**src/rtl/dvi_timing_pkg.sv**
```systemverilog
// Shared definitions for the DVI timing generator: counter limits, run-state encoding,
// the bundle of sync bits carried through the pixel-fetch delay line, and VESA presets.
package dvi_timing_pkg;

    localparam int MAX_TOTAL    = 4096;
    localparam int MAX_PIPE_LAT = 7;
    localparam int CNT_W        = 12;

    typedef enum logic [1:0] {
        ST_IDLE  = 2'd0,
        ST_RUN   = 2'd1,
        ST_DRAIN = 2'd2
    } run_state_e;

    // Everything that must stay cycle-aligned with the pixel data returned by upstream.
    typedef struct packed {
        logic first;
        logic vs;
        logic hs;
        logic de;
    } sync_bits_t;

    typedef struct packed {
        int h_active;
        int h_fp;
        int h_sync;
        int h_bp;
        int v_active;
        int v_fp;
        int v_sync;
        int v_bp;
        bit hs_pol;
        bit vs_pol;
    } timing_t;

    localparam timing_t TIMING_640X480_60 = '{
        h_active: 640, h_fp: 16, h_sync: 96,  h_bp: 48,
        v_active: 480, v_fp: 10, v_sync: 2,   v_bp: 33,
        hs_pol: 1'b0,  vs_pol: 1'b0
    };

    localparam timing_t TIMING_800X600_60 = '{
        h_active: 800, h_fp: 40, h_sync: 128, h_bp: 88,
        v_active: 600, v_fp: 1,  v_sync: 4,   v_bp: 23,
        hs_pol: 1'b1,  vs_pol: 1'b1
    };

    function automatic bit fits_counter(input int total);
        return (total >= 1) && (total <= MAX_TOTAL);
    endfunction

endpackage

```
**src/rtl/dvi_delay_line.sv**
```systemverilog
// Fixed-depth shift register with a programmable reset pattern; DEPTH of zero is a wire.
module dvi_delay_line #(
    parameter int               WIDTH   = 1,
    parameter int               DEPTH   = 1,
    parameter logic [WIDTH-1:0] RST_VAL = '0
) (
    input  logic             clk,
    input  logic             rst_n,
    input  logic [WIDTH-1:0] din,
    output logic [WIDTH-1:0] dout
);

    if (DEPTH == 0) begin : g_bypass
        assign dout = din;
    end else begin : g_pipe
        logic [WIDTH-1:0] stage_q [DEPTH];
        logic [WIDTH-1:0] stage_d [DEPTH];

        always_comb begin
            stage_d[0] = din;
            for (int i = 1; i < DEPTH; i++) begin
                stage_d[i] = stage_q[i-1];
            end
        end

        always_ff @(posedge clk or negedge rst_n) begin
            if (!rst_n) begin
                for (int i = 0; i < DEPTH; i++) begin
                    stage_q[i] <= RST_VAL;
                end
            end else begin
                for (int i = 0; i < DEPTH; i++) begin
                    stage_q[i] <= stage_d[i];
                end
            end
        end

        assign dout = stage_q[DEPTH-1];
    end

endmodule

```
**src/rtl/dvi_timing_gen.sv**
```systemverilog
// DVI/VGA raster timing generator: walks h/v counters, requests pixels from upstream and
// re-times sync/enable through a delay line so they line up with the returned pixel data.
module dvi_timing_gen
    import dvi_timing_pkg::*;
#(
    parameter int H_ACTIVE   = TIMING_800X600_60.h_active,
    parameter int H_FP       = TIMING_800X600_60.h_fp,
    parameter int H_SYNC     = TIMING_800X600_60.h_sync,
    parameter int H_BP       = TIMING_800X600_60.h_bp,
    parameter int V_ACTIVE   = TIMING_800X600_60.v_active,
    parameter int V_FP       = TIMING_800X600_60.v_fp,
    parameter int V_SYNC     = TIMING_800X600_60.v_sync,
    parameter int V_BP       = TIMING_800X600_60.v_bp,
    parameter bit HS_POL     = TIMING_800X600_60.hs_pol,
    parameter bit VS_POL     = TIMING_800X600_60.vs_pol,
    parameter int PIPE_LAT   = 2,
    parameter int COLOR_BITS = 4,
    parameter int FRAME_W    = 16
) (
    input  logic                    clk_dot,
    input  logic                    reset_n,
    input  logic                    enable,
    output logic                    pix_req,
    output logic [11:0]             pix_x,
    output logic [11:0]             pix_y,
    input  logic [23:0]             pix_rgb,
    output logic                    vid_de,
    output logic                    vid_hs,
    output logic                    vid_vs,
    output logic [3*COLOR_BITS-1:0] vid_rgb,
    output logic                    frame_start,
    output logic [FRAME_W-1:0]      frame_cnt
);

    localparam int H_TOTAL = H_ACTIVE + H_FP + H_SYNC + H_BP;
    localparam int V_TOTAL = V_ACTIVE + V_FP + V_SYNC + V_BP;

    if (!fits_counter(H_TOTAL) || !fits_counter(V_TOTAL)) begin : g_bad_total
        $error("dvi_timing_gen: H_TOTAL and V_TOTAL must lie in 1..4096");
    end
    if (PIPE_LAT < 0 || PIPE_LAT > MAX_PIPE_LAT) begin : g_bad_lat
        $error("dvi_timing_gen: PIPE_LAT must lie in 0..7");
    end
    if (COLOR_BITS < 1 || COLOR_BITS > 8) begin : g_bad_color
        $error("dvi_timing_gen: COLOR_BITS must lie in 1..8");
    end

    // One extra bit so window ends equal to 4096 still compare correctly.
    localparam logic [CNT_W:0] H_LAST = (CNT_W+1)'(H_TOTAL - 1);
    localparam logic [CNT_W:0] V_LAST = (CNT_W+1)'(V_TOTAL - 1);
    localparam logic [CNT_W:0] H_ACT  = (CNT_W+1)'(H_ACTIVE);
    localparam logic [CNT_W:0] V_ACT  = (CNT_W+1)'(V_ACTIVE);
    localparam logic [CNT_W:0] HS_BEG = (CNT_W+1)'(H_ACTIVE + H_FP);
    localparam logic [CNT_W:0] HS_END = (CNT_W+1)'(H_ACTIVE + H_FP + H_SYNC);
    localparam logic [CNT_W:0] VS_BEG = (CNT_W+1)'(V_ACTIVE + V_FP);
    localparam logic [CNT_W:0] VS_END = (CNT_W+1)'(V_ACTIVE + V_FP + V_SYNC);

    localparam sync_bits_t RAW_IDLE = '{first: 1'b0, vs: ~VS_POL, hs: ~HS_POL, de: 1'b0};

    run_state_e       state_q, state_d;
    logic [CNT_W-1:0] h_q, h_d;
    logic [CNT_W-1:0] v_q, v_d;
    logic [CNT_W:0]   h_ext, v_ext;
    logic             counting;
    logic             at_last;

    assign h_ext    = {1'b0, h_q};
    assign v_ext    = {1'b0, v_q};
    assign counting = (state_q != ST_IDLE);
    assign at_last  = (h_ext == H_LAST) && (v_ext == V_LAST);

    always_comb begin
        state_d = state_q;
        h_d     = h_q;
        v_d     = v_q;

        if (counting) begin
            if (h_ext == H_LAST) begin
                h_d = '0;
                v_d = (v_ext == V_LAST) ? '0 : v_q + 12'd1;
            end else begin
                h_d = h_q + 12'd1;
            end
        end

        unique case (state_q)
            ST_IDLE: begin
                h_d = '0;
                v_d = '0;
                if (enable) state_d = ST_RUN;
            end
            // Dropping enable on the very last pixel finishes the frame at once rather
            // than draining a whole extra frame.
            ST_RUN: begin
                if (!enable) state_d = at_last ? ST_IDLE : ST_DRAIN;
            end
            ST_DRAIN: begin
                if (enable)       state_d = ST_RUN;
                else if (at_last) state_d = ST_IDLE;
            end
            default: begin
                state_d = ST_IDLE;
                h_d     = '0;
                v_d     = '0;
            end
        endcase
    end

    always_ff @(posedge clk_dot or negedge reset_n) begin
        if (!reset_n) begin
            state_q <= ST_IDLE;
            h_q     <= '0;
            v_q     <= '0;
        end else begin
            state_q <= state_d;
            h_q     <= h_d;
            v_q     <= v_d;
        end
    end

    sync_bits_t raw;
    sync_bits_t dly;

    always_comb begin
        raw = RAW_IDLE;
        if (counting) begin
            raw.de    = (h_ext < H_ACT) && (v_ext < V_ACT);
            raw.hs    = ((h_ext >= HS_BEG) && (h_ext < HS_END)) ? HS_POL : ~HS_POL;
            raw.vs    = ((v_ext >= VS_BEG) && (v_ext < VS_END)) ? VS_POL : ~VS_POL;
            raw.first = (h_q == '0) && (v_q == '0);
        end
    end

    assign pix_req = raw.de;
    assign pix_x   = h_q;
    assign pix_y   = v_q;

    dvi_delay_line #(
        .WIDTH   ($bits(sync_bits_t)),
        .DEPTH   (PIPE_LAT),
        .RST_VAL (RAW_IDLE)
    ) u_delay (
        .clk   (clk_dot),
        .rst_n (reset_n),
        .din   (raw),
        .dout  (dly)
    );

    logic                    vid_de_q, vid_de_d;
    logic                    vid_hs_q, vid_hs_d;
    logic                    vid_vs_q, vid_vs_d;
    logic [3*COLOR_BITS-1:0] vid_rgb_q, vid_rgb_d;
    logic                    frame_start_q, frame_start_d;
    logic [FRAME_W-1:0]      frame_cnt_q, frame_cnt_d;

    // Only the channel MSBs reach the output; the remaining input bits are intentionally dropped.
    logic unused_rgb_bits;
    assign unused_rgb_bits = ^pix_rgb;

    always_comb begin
        vid_de_d      = dly.de;
        vid_hs_d      = dly.hs;
        vid_vs_d      = dly.vs;
        vid_rgb_d     = '0;
        frame_start_d = dly.first;
        frame_cnt_d   = frame_cnt_q;
        if (dly.de) begin
            vid_rgb_d = {pix_rgb[23 -: COLOR_BITS],
                         pix_rgb[15 -: COLOR_BITS],
                         pix_rgb[7  -: COLOR_BITS]};
        end
        if (dly.first) begin
            frame_cnt_d = frame_cnt_q + 1'b1;
        end
    end

    always_ff @(posedge clk_dot or negedge reset_n) begin
        if (!reset_n) begin
            vid_de_q      <= 1'b0;
            vid_hs_q      <= ~HS_POL;
            vid_vs_q      <= ~VS_POL;
            vid_rgb_q     <= '0;
            frame_start_q <= 1'b0;
            frame_cnt_q   <= '0;
        end else begin
            vid_de_q      <= vid_de_d;
            vid_hs_q      <= vid_hs_d;
            vid_vs_q      <= vid_vs_d;
            vid_rgb_q     <= vid_rgb_d;
            frame_start_q <= frame_start_d;
            frame_cnt_q   <= frame_cnt_d;
        end
    end

    assign vid_de      = vid_de_q;
    assign vid_hs      = vid_hs_q;
    assign vid_vs      = vid_vs_q;
    assign vid_rgb     = vid_rgb_q;
    assign frame_start = frame_start_q;
    assign frame_cnt   = frame_cnt_q;

endmodule

```
**config.mk**
```make
export PLATFORM = sky130hd
export DESIGN_NAME = dvi_timing_gen
export DESIGN_NICKNAME = d
export VERILOG_FILES = /design/src/rtl/dvi_timing_pkg.sv /design/src/rtl/dvi_delay_line.sv /design/src/rtl/dvi_timing_gen.sv
export SDC_FILE = /design/constraint.sdc
export NUM_CORES = 1
export LEC_CHECK = 0
export ABC_CLOCK_PERIOD_IN_PS = 2100
export CAP_MARGIN = 20
export CORE_MARGIN = 5
export CORE_UTILIZATION = 30
export CTS_CLUSTER_DIAMETER = 50
export CTS_CLUSTER_SIZE = 10
export DETAILED_ROUTE_END_ITERATION = 6
export PLACE_DENSITY_LB_ADDON = 0.3
export RECOVER_POWER = 25
export SYNTH_ARGS = -nofsm -noshare
export SYNTH_HDL_FRONTEND = slang
export SYNTH_HIERARCHICAL = 1
export SYNTH_SLANG_ARGS = --single-unit
```
**constraint.sdc**
```tcl
create_clock -name clk_dot -period 2.1 [get_ports clk_dot]
set_input_delay 0.525 -clock clk_dot [delete_from_list [all_inputs] [get_ports clk_dot]]
set_output_delay 0.525 -clock clk_dot [all_outputs]
set_load 0.02 [all_outputs]
```
======== Word level (Yosys, flattened, before mapping) ========
Cells that the tools add are included.
operators by class
  $add $sub $neg .......................... 3
  magnitude comparators ................... 6
  eq/ne operators ......................... 9
  mux-type cells .......................... 17
  reduce and logical (&&, ||, !) cells .... 12
operators with widths
  operator               count
  $mux 12                8
  $lt 12x10->1 const B   4
  $add 12x1->12 const B  2
  $ge 12x10->1 const B   2
  $logic_not 12->1       2
  $add 16x1->16 const B  1
  $eq 12x10->1 const B   1
  $eq 12x11->1 const B   1
  $mux 2                 5
  $pmux 2 s3             1
  $logic_and 1x1->1      5
  $mux 4                 1
  $ne 2x1->1 const B     2
  $ne 2x2->1 const B     2
  $ne 3x3->1 const B     1
  $reduce_and 3->1       1
  $eq 2x1->1 const B     1
  $eq 2x2->1 const B     1
  $logic_not 2->1        1
  $mux 1                 2
  $reduce_and 2->1       1
  $reduce_bool 2->1      1
  $reduce_or 2->1        1
storage, ports and cells
  register bits after elaboration ......... 66
  input bits .............................. 27
  output and inout bits ................... 57
  logic and storage cells ................. 58

======== Depth between registers and ports, before layout ========
  depth after elaboration ................. 5
  gate-level depth with buffers ........... 7
  mapped depth without buffers ............ 6

======== Cells and area by module ========
The synthesis kept the hierarchy.
modules (own cells, without submodules)
  module          times used  cells an instance  area each (µm²)  sequential area each (µm²)
  dvi_timing_gen  1           280                2894.0           1451.4
  dvi_delay_line  1           8                  200.2            200.2

======== Worst setup path after synthesis ========
OpenSTA, ideal clock, no wires.
  kind .................................... register -> register
  start point ............................. register h_q[6] (netlist: pix_x[6])
  end point ............................... register state_q[0]
  setup time .............................. 0.128 ns
  arrival time ............................ 2.099 ns
  data required time ...................... 1.972 ns
  setup slack ............................. -0.126 ns
  cell stages (with the launch flop) ...... 6
  buffers on the path ..................... 1
  period minus slack after synthesis ...... 2.226 ns
  cells stage by stage .................... dfrtp_1 buf_6 or4_4 or3_1 o31ai_2 mux2_1
on the way
  word-level cells in the longest chain between the ends .. 4
ends and longest elaborated chain
  element                            RTL line               source
  start: declaration                 dvi_timing_gen.sv:61   logic [CNT_W-1:0] h_q, h_d;
  start signal: assignment           dvi_timing_gen.sv:112  h_q <= '0;
  start signal: assignment           dvi_timing_gen.sv:116  h_q <= h_d;
  $eq 12x11->1                       dvi_timing_gen.sv:70   assign at_last = (h_ext == H_LAST) && (v_ext == V_LAST);
  $logic_and 1x1->1                  dvi_timing_gen.sv:70
  $ne 3x3->1 (no source line)        --
  $reduce_and 3->1 (no source line)  --
  end signal: assignment             dvi_timing_gen.sv:115  state_q <= state_d;
  end: declaration                   dvi_timing_gen.sv:60   run_state_e state_q, state_d;
Every way passes these cells.
A chain may end at the register's enable or synchronous reset.

======== Final worst setup path ========
  start point ............................. register v_q[7] (netlist: pix_y[7])
  end point ............................... output port pix_req
on the way
  word-level cells in the longest chain between the ends .. 3
ends and longest elaborated chain
  element                   RTL line               source
  start: declaration        dvi_timing_gen.sv:62   logic [CNT_W-1:0] v_q, v_d;
  start signal: assignment  dvi_timing_gen.sv:117  v_q <= v_d;
  $lt 12x10->1              dvi_timing_gen.sv:127  raw.de = (h_ext < H_ACT) && (v_ext < V_ACT);
  $logic_and 1x1->1         dvi_timing_gen.sv:127
  $mux 4                    dvi_timing_gen.sv:126  if (counting) begin
  end: declaration          dvi_timing_gen.sv:23   output logic pix_req,
Every way passes these cells.

==> flow_summary.json <==
{
  "drive_above_1_share": 0.232,
  "synth-xor-area-share": 0.0679,
  "cts_made_buffers": 9,
  "synthArstFlopShare": 1.00,
  "cts_buffer_depth": 2,
  "dpl.cell_count": 529,
  "syn_area_per_cell_um2": 10.7,
  "die_w_um": 112,
  "grt_pass1_wl_um": 13100,
  "wl_met1_um": 3520,
  "die_y_um": 112,
  "r2r_cells": 5,
  "drc": 0,
  "syn_inst": 288,
  "pin_count": 84,
  "mostFrequentLayoutCells": "clkdlybuf4s50_1, dfrtp_1, buf_4",
  "cp_max_fo": 4,
  "crit_type": "reg2out",
  "ir_drop_mv": 0.390,
  "area_growth_pct": 49.8,
  "antenna_found_initial": 0,
  "min_path_type": "reg2reg",
  "synth_top_cells_by_area": "dfrtp_1, xnor2_1, ha_1",
  "grt_max_degree": 42,
  "drt_pass1_iterations": 4,
  "vias": 2590,
  "r2r_setup_slack_ns": -0.03,
  "finalSetupTns_ns": -0.0610,
  "wirelength_um": 7800,
  "ctsHtreeMaxLevel": 3,
  "num-nets-final": 448,
  "yosysTopAreaCell": "dfrtp_1",
  "rr_startpoint": "pix_x[6]$_DFFE_PN0P_",
  "fp-row-count": 37,
  "syn_area_mm2": 0.00309,
  "gr-total-overflow": 0,
  "synth_ff_type": "dfrtp_1",
  "yosys.area_share.simple": 0.219,
  "final_common_cell": "clkdlybuf4s50_1",
  "start_util": 0.304,
  "max_slew_margin": 0.0909,
  "ys_warn_count": 6,
  "critPathLaunchType": "flop",
  "antennaDiodeCount": 0,
  "path_clk_slew_ns": 0.07,
  "yosysSeqAreaShare": 0.534,
  "dp_hpwl_um": 5710,
  "final-setup-viol-count": 2,
  "stdcell_count": 550,
  "wl_met3_um": 358,
  "die-area_mm2": 0.0124,
  "ys_ff_latch": 66,
  "hold_end": "u_delay/dout[2]$_DFF_PN0_",
  "status": "finished, violations left",
  "met2_length_um": 3780,
  "cp_data_arrival_time_ns": 1.61,
  "end_kind": "output port",
  "drt_iter0_markers": 101,
  "fin_total_pwr_mw": 4.65,
  "leakagePower_nw": 2.02,
  "grt_usage": 0.127,
  "fin_skew_ns": 0.00608,
  "synth_top_area_share": 0.534,
  "clock_sinks": 66,
  "holdPathStages": 0,
  "synthMuxAreaShare": 0.0174,
  "coreArea_mm2": 0.0102,
  "vias_per_cell": 4.71,
  "max_freq_mhz": 469,
  "cts_root_buf": "clkbuf_8",
  "cts_tree": "built",
  "holdWs_ns": 0.349,
  "setup_ws_ns": -0.0324,
  "grt_pass1_vias": 2649,
  "tightest_slew_ns": 1.36,
  "synth_top_family_by_area": "simple AND/OR/NAND/NOR gates",
  "fillCellCount": 987,
  "synth-edff-count": 0,
  "violations": "negative setup slack",
  "post-route-min-period_ns": 2.13,
  "p_per_area_mw_per_mm2": 1000,
  "wl_per_cell_um": 14.2,
  "finalCritPeriodShare": 1.02,
  "clock_insertion_delay_worst_skew_ns": 0.33,
  "routed.top_layer": "met4",
  "rsz0062_at_grt": "yes",
  "hp-start": "u_delay/g_pipe.stage_d[2]$_DFF_PN0_",
  "synth_cell_types": 50,
  "maxCapViolations": 0,
  "rr_endpoint": "pix_y[3]$_DFFE_PN0P_",
  "antenna_left": 0,
  "hold_viol": 0,
  "synth-adder-area-share": 0.0445,
  "synth_compound_area_frac": 0.0857,
  "cts_hold_buf": 0,
  "routabilityCongestion": 0.789,
  "syn-num-nets": 326,
  "io_buffers": 71,
  "drv_slew": 0,
  "critical_path_required_ns": 1.57
}
-- registers in the layout, summed over array words and instances (netlist names) --
| signal | cells |
|---|---|
| u_delay/g_pipe.stage_d | 4 |
| vid_vs | 1 |
| vid_de | 1 |
| state_q | 2 |
| frame_cnt | 16 |
| vid_rgb | 12 |
| pix_x | 12 |
| pix_y | 12 |
| u_delay/dout | 4 |
| vid_hs | 1 |
| frame_start | 1 |
-- layer usage --
metal | track usage | up-vias
li1 | - | 1258
met1 | 0.159 | 1256
met2 | 0.215 | 64
met3 | 0.0315 | 12
met4 | 0.0438 | 0
met5 | 0 | -
-- report_power, final --
part	internal [mW]	switching [mW]	leakage, nW	total, mW
clock network	0.639	0.465	0.106	1.10
registers	1.49	0.155	0.879	1.64
logic	0.892	1.02	1.03	1.91
-- synthesized netlist by cell type (3+ instances only) --
library cell	count
a21oi_1	9
and2_1	13
and3_1	4
and4_1	3
clkbuf_1	9
dfrtp_1	66
ha_1	11
inv_1	13
nand2_1	27
nand3_1	12
nand4_1	13
nor2_1	20
nor3_1	5
nor4_1	5
o311ai_1	3
or3_1	4
xnor2_1	18
xor2_1	6
-- final cells by class --
| type | instances | area (um2) | share of cell area |
|---|---|---|---|
| tap | 136 | 170 | 0.0367 |
| multi-input combinational | 198 | 1460 | 0.316 |
| clock inverter | 2 | 35.0 | 0.00756 |
| timing repair buffer | 122 | 1090 | 0.236 |
| sequential | 66 | 1650 | 0.357 |
| inverter | 13 | 48.8 | 0.0105 |
| clock buffer | 13 | 169 | 0.0364 |
-- stage by stage --
| stage | instance area (um2) | setup WS [ns] | util |
|---|---|---|---|
| 2_1_floorplan | 3110 | -0.0745 | - |
| 3_3_place_gp | 4270 | -0.162 | 0.419 |
| 3_5_place_dp | 4270 | -0.162 | 0.419 |
| 4_1_cts | 4530 | -0.0214 | 0.444 |
| 5_1_grt | 4630 | -0.0837 | 0.455 |
| 6_report | 4630 | -0.0324 | 0.455 |
-- repair_timing --
action	CTS	global route
gates resized for setup	14	15
endpoints found under the setup margin	11	24
setup buffers	2	4
pin swaps	4	7
-- worst max-delay path: stages, from the launching register on --
cell and delay (ns):
dfrtp_1 0.44, nor4bb_4 0.34, nand3_1 0.15, and4_4 0.21, buf_6 0.13
-- worst max-delay path by stage --
stage | cells after the start | startpoint | to | slack (ns)
2_1_floorplan | 5 | pix_x[6]$_DFFE_PN0P_ | state_q[0]$_DFFE_PN0P_ | -0.07
3_3_place_gp | 5 | pix_x[6]$_DFFE_PN0P_ | pix_req | -0.16
3_5_place_dp | 4 | pix_y[8]$_DFFE_PN0P_ | pix_req | -0.16
5_1_grt | 5 | pix_x[6]$_DFFE_PN0P_ | pix_y[3]$_DFFE_PN0P_ | -0.08
4_1_cts | 5 | pix_x[6]$_DFFE_PN0P_ | pix_y[3]$_DFFE_PN0P_ | -0.02
6_report | 4 | pix_y[7]$_DFFE_PN0P_ | pix_req | -0.03
-- cells by family (layout without fill, tap and decap cells) --
group,after synthesis,after routing
buf+inv,24,150
mux,5,5
compound gates,35,35
xor+xnor,24,24
flops,66,66
simple gates,123,123
fa+ha+maj,11,11
(Power assumes the default switching activity.)
==> variant: new RTL, same settings <==
Re-encode `run_state_e` (3 states) as one-hot, 3 bits wide.
--- a/src/rtl/dvi_timing_pkg.sv
+++ b/src/rtl/dvi_timing_pkg.sv
@@ -6,10 +6,10 @@
     localparam int MAX_PIPE_LAT = 7;
     localparam int CNT_W        = 12;
 
-    typedef enum logic [1:0] {
-        ST_IDLE  = 2'd0,
-        ST_RUN   = 2'd1,
-        ST_DRAIN = 2'd2
+    typedef enum logic [2:0] {
+        ST_IDLE  = 3'b001,
+        ST_RUN   = 3'b010,
+        ST_DRAIN = 3'b100
     } run_state_e;
 
     // Everything that must stay cycle-aligned with the pixel data returned by upstream.
Behaviour: no difference found for any inputs over 10 cycles, from zero or initial values and one cycle with reset_n low; not proved beyond that.
==> variant against the original RTL <==
The flow still finishes with violations (setup timing); sequential cell count rose by 1; non-clock buffer count decreased by 15; area after synthesis decreased by 1.5%; final area down 5.6%; cell count is 4.0% lower; routed wire length fell by 1.8%; setup slack lost 0.29 ns; total power fell by 13%; critical path type unchanged; largest cell class unchanged.
==> variant: results (changes against the original RTL) <==
status=finished, violations left (unchanged); failing checks=setup timing (unchanged); clock root buffer=clkbuf_8 (unchanged); most area-consuming cells after synthesis=dfrtp_1, xnor2_1, nand2_1, xor2_1, ha_1 (was dfrtp_1, xnor2_1, ha_1, nand2_1, and2_1); vias in the first global route=2558 (was 2649); post-synthesis sequential area ratio=0.550 (was 0.534); clock slew at reported path FFs=0.07 ns (about the same); Min Hold Slack=0.199 ns (was 0.349 ns); HP Class=in -> async (was reg -> reg); fin worst setup slack=-0.321 ns (was -0.0324 ns); maximum VDD drop=473 uV (was 390 uV); Placer Congestion=0.820 (was 0.789); mux cell area share after synthesis=0.0103 (was 0.0174); clock insertion delay at the later pin of the skew report=0.34 ns; setup violators final=1 (was 2); xor/xnor share of the synthesized area=0.0776 (was 0.0679); top_reg_cell synth=dfrtp_1 (unchanged); Setup Skew=0.00895 ns (was 0.00608 ns); GRT Total Usage=0.128 (was 0.127); layout cells sized above 1=0.162 (was 0.232); Reg2Reg Setup Slack=0.17 ns (was -0.03 ns); CP Max Fanout=2 (was 4); FF-to-FF Start=pix_y[8] (was pix_x[6]); First DRT Iteration DRCs=103 (was 101); grt met2 use=0.206 (was 0.215); Leakage=1.90 nW (was 2.02 nW); adder-cell share of the synthesized area=0.0287 (was 0.0445); R2R cell count=4 (was 5); maximum number of pins on one net before global-route repair=33 (was 42); DR vias/cell=4.79 (was 4.71); slowest stage delay, CP=0.37 ns (was 0.44 ns); met3 Usage GRT=0.0420 (was 0.0315); met1 Usage GRT=0.161 (was 0.159); Slowest cell on crit path=dfstp_2 (was dfrtp_1); Post-DP Area=4160 um2 (was 4270 um2); Final HPWL DP=5650 um (was 5710 um); compound-gate portion of the synthesized area=0.0788 (was 0.0857); post-synthesis async set-or-reset flop share=1.00 (unchanged); first-pass GRT wire length=12800 um (was 13100 um); CTS max path bufs=2 (unchanged); Slew @ Worst Pin=0.775 ns (was 1.36 ns); Layout Nets=424 (was 448); number of library cell types mapped by synthesis=53 (was 50); reg2reg end=state_q[0] (was pix_y[3]); # fillers=934 (was 987); final WL=7660 um (was 7800 um); Post-synth top cells=dfrtp_1, nand2_1, nor2_1 (unchanged); Sw Share=0.311 (was 0.352); Port-buffer cells=71 (unchanged); sum of negative setup slack=-0.321 ns (was -0.0610 ns); Syn Nets=318 (was 326)
-- variant: power by group through the flow --
stage / Sequential, mW / Combinational (mW) / Clock [mW]
after floorplan: 1.88 / 0.397 / 0
after global placement: 1.69 / 1.20 / 0
after detailed placement: 1.71 / 1.21 / 0
after CTS: 1.68 / 1.25 / 1.20
after global routing: 1.71 / 1.33 / 1.26
final: 1.68 / 1.23 / 1.17
-- variant: cell type report --
type / instances / area (um2) / area share
Inverter: 7 / 26.3 / 0.00601
Sequential cell: 67 / 1680 / 0.383
Clock buffer: 10 / 128 / 0.0292
Multi-Input combinational cell: 198 / 1290 / 0.294
Clock inverter: 6 / 90.1 / 0.0206
Tap cell: 133 / 166 / 0.0380
Timing Repair Buffer: 107 / 1000 / 0.228
-- variant: kinds of logic after synthesis --
family | Yosys count
DFF | 67
AOI/OAI and AO/OA | 34
xor gates and xnor gates | 27
adders and majority gates | 7
and+or+nand+nor | 127
buffers and inverters | 19
muxes | 3
-- variant: worst reg2reg max path: cells and delay by family, from the launching register on --
kind               cells  cell delay (ns)
and+or+nand+nor        2             1.12
DFF                    1             0.39
AOI/OAI and AO/OA      2             0.37
-- variant: how the worst max path moves through the flow --
| stage | from | end | slack [ns] |
|---|---|---|---|
| floorplan | pix_x[10] | pix_req | 0.006 |
| global placement | state_q[0] | pix_req | -0.47 |
| detailed placement | state_q[0] | pix_req | -0.49 |
| CTS | state_q[0] | pix_req | -0.37 |
| global route | state_q[0] | pix_req | -0.42 |
| finish | state_q[0] | pix_req | -0.32 |
-- variant: metal layers --
| metal | vias to the layer above | share of wire |
|---|---|---|
| met2 | 90 | 0.47 |
| met3 | 13 | 0.061 |
| met4 | 0 | 0.018 |
| met5 | - | 0 |
| met1 | 1222 | 0.45 |
| li1 | 1205 | - |
-- variant: repair_timing --
item / in CTS / in global routing
pin swaps: 1 / 1
setup buffers: 0 / 0
setup endpoints to repair: 1 / 5
gates resized for setup: 8 / 3
-- variant: metrics by stage --
step           instances  setup WS [ns]
4_1_cts              528         -0.371
3_5_place_dp         512         -0.493
3_3_place_gp         512         -0.467
6_report             528         -0.321
5_1_grt              528         -0.420
2_1_floorplan        284        0.00638
